--- src/rtl/expipe_pkg.sv ---
// Shared execution-pipeline types: the CDB result beat and the CDB unit map.
// Latency: n/a (types and constants only).
// Backpressure: n/a.
package expipe_pkg;

  // Result beat broadcast on the Common Data Bus.
  typedef struct packed {
    logic [5:0]  rob_idx;  // ROB entry being completed
    logic [31:0] value;    // result value
    logic        exc;      // result raised an exception
  } cdb_data_t;

  // Requestor map of the CDB arbiter. The branch unit must stay at index 0.
  localparam int CDB_N_UNITS  = 4;
  localparam int CDB_IDX_BU   = 0;
  localparam int CDB_IDX_ALU  = 1;
  localparam int CDB_IDX_LSU  = 2;
  localparam int CDB_IDX_MULT = 3;

endpackage

--- src/rtl/rr_arbiter.sv ---
// Round-robin picker: lowest requesting index at or after ptr_i, wrapping to the lowest overall.
// Latency: purely combinational, zero cycles.
// Backpressure: en_i low forces gnt_o to zero and any_o low.
// Ports: req_i request vector, ptr_i search start, en_i grant enable,
//        gnt_o one-hot grant, idx_o grant index, any_o a grant was made.
module rr_arbiter #(
  parameter int N  = 4,
  parameter int PW = (N > 1) ? $clog2(N) : 1
) (
  input  logic [N-1:0]  req_i,
  input  logic [PW-1:0] ptr_i,
  input  logic          en_i,
  output logic [N-1:0]  gnt_o,
  output logic [PW-1:0] idx_o,
  output logic          any_o
);

  always_comb begin
    gnt_o = '0;
    idx_o = '0;
    any_o = 1'b0;
    // Wrap-around candidate: lowest requester overall.
    for (int i = N - 1; i >= 0; i--) begin
      if (req_i[i]) begin
        idx_o = PW'(i);
        any_o = 1'b1;
      end
    end
    // Preferred candidate: lowest requester at or after the pointer overrides the wrap choice.
    for (int i = N - 1; i >= 0; i--) begin
      if (req_i[i] && (i >= int'(ptr_i))) begin
        idx_o = PW'(i);
      end
    end
    if (!en_i) begin
      any_o = 1'b0;
    end
    if (any_o) begin
      gnt_o = N'(1) << idx_o;
    end
  end

endmodule

--- src/rtl/cdb_arbiter.sv ---
// CDB arbiter: grants one execution unit per cycle and registers its result for broadcast.
// Latency: a grant in cycle t is on cdb_valid_o/cdb_data_o in cycle t+1; one beat per cycle.
// Backpressure: ready_o drops while the held beat is not taken by the ROB (rob_ready_i=0) or on flush.
// Ports: clk_i, rst_i (async, active-high), flush_i, valid_i/data_i/ready_o per unit,
//        rob_ready_i from the ROB, cdb_valid_o/cdb_data_o broadcast.
// Build option: CDB_ARB_BRANCH_PRIO_EN gives unit 0 (branch) absolute priority without moving the pointer.
module cdb_arbiter
  import expipe_pkg::*;
#(
  parameter int N_UNITS = CDB_N_UNITS,
  parameter int PTR_LEN = (N_UNITS > 1) ? $clog2(N_UNITS) : 1
) (
  input  logic               clk_i,
  input  logic               rst_i,
  input  logic               flush_i,
  input  logic [N_UNITS-1:0] valid_i,
  input  cdb_data_t          data_i [N_UNITS],
  output logic [N_UNITS-1:0] ready_o,
  input  logic               rob_ready_i,
  output logic               cdb_valid_o,
  output cdb_data_t          cdb_data_o
);

  logic               cdb_valid_q, cdb_valid_d;
  cdb_data_t          cdb_data_q, cdb_data_d;
  logic [PTR_LEN-1:0] ptr_q, ptr_d;

  logic               load;
  logic [N_UNITS-1:0] rr_req;
  logic [N_UNITS-1:0] rr_gnt;
  logic [PTR_LEN-1:0] rr_idx;
  logic               rr_any;
  logic [PTR_LEN-1:0] win_idx;
  logic               win_any;
  logic               bump_ptr;

  // Output register may take a new beat when empty or being drained this cycle.
  // Reset is folded in so ready_o is held low while rst_i is high.
  assign load = ~rst_i & ~flush_i & (~cdb_valid_q | rob_ready_i);

  always_comb begin
    rr_req = valid_i;
`ifdef CDB_ARB_BRANCH_PRIO_EN
    // Branch unit is served by the override below, never by the rotation.
    rr_req[0] = 1'b0;
`endif
  end

  rr_arbiter #(
    .N  (N_UNITS),
    .PW (PTR_LEN)
  ) u_rr (
    .req_i (rr_req),
    .ptr_i (ptr_q),
    .en_i  (load),
    .gnt_o (rr_gnt),
    .idx_o (rr_idx),
    .any_o (rr_any)
  );

  always_comb begin
    ready_o  = rr_gnt;
    win_idx  = rr_idx;
    win_any  = rr_any;
    bump_ptr = rr_any;
`ifdef CDB_ARB_BRANCH_PRIO_EN
    if (load && valid_i[0]) begin
      ready_o    = '0;
      ready_o[0] = 1'b1;
      win_idx    = '0;
      win_any    = 1'b1;
      bump_ptr   = 1'b0;
    end
`endif

    cdb_valid_d = cdb_valid_q;
    cdb_data_d  = cdb_data_q;
    ptr_d       = ptr_q;
    if (flush_i) begin
      // Current beat is dropped (or counts as consumed); stale data is left in place.
      cdb_valid_d = 1'b0;
    end else if (load) begin
      cdb_valid_d = win_any;
      if (win_any) begin
        cdb_data_d = data_i[win_idx];
      end
    end
    if (bump_ptr) begin
      ptr_d = (win_idx == PTR_LEN'(N_UNITS - 1)) ? '0 : win_idx + PTR_LEN'(1);
    end
  end

  always_ff @(posedge clk_i or posedge rst_i) begin
    if (rst_i) begin
      cdb_valid_q <= 1'b0;
      cdb_data_q  <= '0;
      ptr_q       <= '0;
    end else begin
      cdb_valid_q <= cdb_valid_d;
      cdb_data_q  <= cdb_data_d;
      ptr_q       <= ptr_d;
    end
  end

  assign cdb_valid_o = cdb_valid_q;
  assign cdb_data_o  = cdb_data_q;

endmodule

--- config.mk ---
export PLATFORM = sky130hd
export DESIGN_NAME = cdb_arbiter
export DESIGN_NICKNAME = d
export VERILOG_FILES = /design/src/rtl/expipe_pkg.sv /design/src/rtl/rr_arbiter.sv /design/src/rtl/cdb_arbiter.sv
export SDC_FILE = /design/constraint.sdc
export NUM_CORES = 1
export LEC_CHECK = 0
export BUFFER_PORTS_ARGS = -buffer_cell sky130_fd_sc_hd__buf_2
export CAP_MARGIN = 20
export CORE_ASPECT_RATIO = 0.75
export CORE_UTILIZATION = 40
export CTS_CLUSTER_DIAMETER = 100
export DETAILED_ROUTE_END_ITERATION = 10
export PLACE_DENSITY = 0.86
export SYNTH_ARGS = -nofsm -noshare
export SYNTH_HDL_FRONTEND = slang
export SYNTH_SLANG_ARGS = --single-unit
export TNS_END_PERCENT = 50
--- constraint.sdc ---
create_clock -name clk_i -period 2.6 [get_ports clk_i]
set_input_delay 0.65 -clock clk_i [delete_from_list [all_inputs] [get_ports clk_i]]
set_output_delay 0.65 -clock clk_i [all_outputs]
set_load 0.01 [all_outputs]
==> impl_metrics.csv <==
group,metric,value,unit
floorplan,start_util,0.424,
clock_tree,clk_pin_slew_worst_paths,70,ps
sta,worst_slew_pin_slew,607,ps
cells_and_area,multiInputGateArea,1740,um^2
floorplan,rows,26,
cells_and_area,final_area,4170,um^2
sta,max_freq,402,MHz
floorplan,die_h,76.4,um
clock_tree,cts_tree,"yes",
clock_tree,cts_buffer_depth,2,
yosys,synthAdderAreaFrac,0.0170,
worst_setup_path,cp-start-kind,"primary input",
route,dr.pass1.iters,4,
floorplan,die_w,101,um
cells_and_area,mostFrequentLayoutCell,"buf_2",
worst_setup_path,cp_data_arrival_time,1840,ps
route,routed_wl,8490,um
sta,timing.final.crit_share,0.957,
sta,finalCriticalPeriod,2490,ps
sta,setup_viol,0,
worst_setup_path,cp_max_fo,4,
placement,portBuffers,207,
yosys,ys_types,24,
cells_and_area,num-nets-final,627,
worst_setup_path,ff2ff_setup_slack,480,ps
yosys,ys_seq_area_frac,0.356,
sta,slew_violations,0,
placement,hpwl,6670,um
yosys,synth_top_family_by_area,"multiplexers",
route,dr_total_vias,2863,
yosys,syn_area_per_cell,11.6,um^2
worst_hold_path,min-delay-start,"cdb_data_o[16]$_DFFE_PP0P_",
cells_and_area,synthToLayoutAreaGrowth,41.2,%
pwr,p_per_area,807,nW/um^2
pwr,vdd_drop_max,0.000476,V
route,drt_first_iter_violations,66,
clock_tree,cts_sinks,42,
yosys,synth_warnings,0,
grt,grt_pass1_vias,2913,
clock_tree,cts_resized,0,
yosys,synthesis.nets,423,
yosys,synthMuxAreaShare,0.265,
job,max-cap-violations,0,
clock_tree,cts_setup_buffers,0,
placement,placed_cell_area,4070,um^2
placement,gp_congestion,0.785,
route,antenna_left,0,
grt,grt_max_degree,43,
yosys,synth-compound-area-share,0.235,
sta,rsz0062_at_grt,"no",
yosys,ys_ff_latch,42,
yosys,synth_cells,255,
worst_setup_path,critPathKind,"primary input to primary output",
sta,fin_tns_setup,0,ps
grt,grt_usage,0.223,
cells_and_area,seqCellArea,1050,um^2
cells_and_area,fin_util,0.598,
worst_hold_path,hold_depth,2,
worst_hold_path,hold_class,"register to register",
sta,finalHoldViolations,0,
clock_tree,clock_latency,290,ps
floorplan,dieArea,7720,um^2
clock_tree,postCtsHoldBufs,0,
worst_setup_path,worst_setup_path_end_kind,"primary output",
worst_setup_path,rr_endpoint,"cdb_data_o[22]$_DFFE_PP0P_",
sta,maxSlewHeadroom,0.595,
floorplan,coreArea,6960,um^2
cells_and_area,layout_common_cells,"buf_2 (207), mux2i_1 (78), nand2_1 (42), dfrtp_1 (42), o221ai_2 (38)",
sta,setup_ws,111,ps
clock_tree,cts_inserted_buffers,5,
pwr,p_leak,2.19,nW
yosys,synth_xor_area_frac,0,
floorplan,num_io_pins,208,
cells_and_area,drive_gt1_frac,0.589,
worst_hold_path,holdPathEnd,"cdb_data_o[16]$_DFFE_PP0P_",
grt,grt_antenna_before_repair,0,
clock_tree,h-tree-depth,2,
route,route.detailed.drc,0,
cells_and_area,fill_cells,613,
worst_setup_path,ff2ff_path_depth,6,
sta,fin_skew,10.3,ps
clock_tree,cts.root.buffer_cell,"clkbuf_8",
yosys,yosys.area_share.simple,0.0717,
grt,grt.overflow.total,0,
placement,pre_cts_ws,63.2,ps
cells_and_area,n_antenna_cell,0,
route,vias_per_cell,5.13,
route,post_drt_wl_per_cell,15.2,um
grt,grt_pass1_wl,13500,um
worst_setup_path,required,1950,ps
worst_setup_path,r2r_start,"ptr_q[1]$_DFFE_PP0P_",
yosys,synth_area,2950,um^2
status,status,"completed",
[Yosys cell counts]
cell	number	share of area
mux2i_1	78	0.26
dfrtp_1	42	0.36
nand2_1	42	0.053
o221ai_2	38	0.19
buf_2	11	0.019
buf_6	6	0.023
inv_1	6	0.0076
a21oi_1	4	0.0068
and2_1	4	0.0085
clkbuf_1	4	0.0051
ha_1	4	0.017
nand2_2	2	0.0042
nand2b_1	2	0.0042
o22ai_1	2	0.0042
a211o_1	1	0.0030
a211oi_2	1	0.0042
a211oi_4	1	0.0068
a21o_1	1	0.0025
a31o_4	1	0.0059
inv_2	1	0.0013
nor2_1	1	0.0013
o21ai_0	1	0.0017
o221ai_1	1	0.0030
o22a_1	1	0.0030
[through the flow]
step | power [mW] | hold slack [ps] | cells
2_1_floorplan | 2.34 | 524 | 255
4_1_cts | 3.41 | 492 | 558
3_3_place_gp | 2.88 | 464 | 550
3_5_place_dp | 2.95 | 471 | 550
6_report | 3.36 | 488 | 558
5_1_grt | 3.61 | 512 | 558
[how the worst max path moves through the flow]
stage	start	end	slack, ps	cells after the start
3_3_place_gp	valid_i[2]	ready_o[0]	170	8
3_5_place_dp	valid_i[0]	ready_o[0]	60	8
4_1_cts	valid_i[0]	ready_o[0]	60	8
2_1_floorplan	valid_i[0]	ready_o[1]	90	8
6_report	valid_i[0]	ready_o[0]	110	8
5_1_grt	ptr_q[1]$_DFFE_PP0P_	ready_o[0]	20	7
[final cells by class]
| cell class | instances | share of cell area |
|---|---|---|
| inverter | 7 | 0.00631 |
| tap | 98 | 0.0294 |
| clock inverter | 1 | 0.00120 |
| timing repair buffer | 218 | 0.272 |
| clock buffer | 7 | 0.0207 |
| sequential | 42 | 0.252 |
| multi-input combinational | 185 | 0.418 |
[cells by family after synthesis]
group | count (synthesis)
AO/OA/AOI/OAI | 52
flip-flops | 42
AND/OR/NAND/NOR | 51
adder cells (fa/ha/maj) | 4
buffers and inverters | 28
multiplexers | 78
[sequential cells by signal (all words and copies together), names as in the netlist]
| name | flops |
|---|---|
| cdb_data_o | 39 |
| ptr_q | 2 |
| cdb_valid_o | 1 |
[critical path, cell delays in order]
cell	delay, ps
buf_2	120
inv_1	80
o22ai_1	100
a211oi_2	310
inv_2	100
ha_1	210
and2_1	130
buf_2	130
[layer usage]
| layer | wire length (um) | share of wire | track usage | vias to the layer above |
|---|---|---|---|---|
| met5 | 0 | 0 | 0 | - |
| li1 | - | - | - | 1374 |
| met2 | 4410 | 0.52 | 0.423 | 131 |
| met1 | 3380 | 0.40 | 0.248 | 1352 |
| met4 | 55 | 0.0065 | 0.0493 | 0 |
| met3 | 651 | 0.077 | 0.0532 | 6 |
[where the power goes]
group / switching, mW / leakage, nW / internal [mW]
combinational: 0.960 / 1.62 / 0.872
sequential: 0.160 / 0.522 / 0.932
clock: 0.223 / 0.0482 / 0.215
total: 1.34 / 2.19 / 2.02
(Power assumes the default switching activity.)
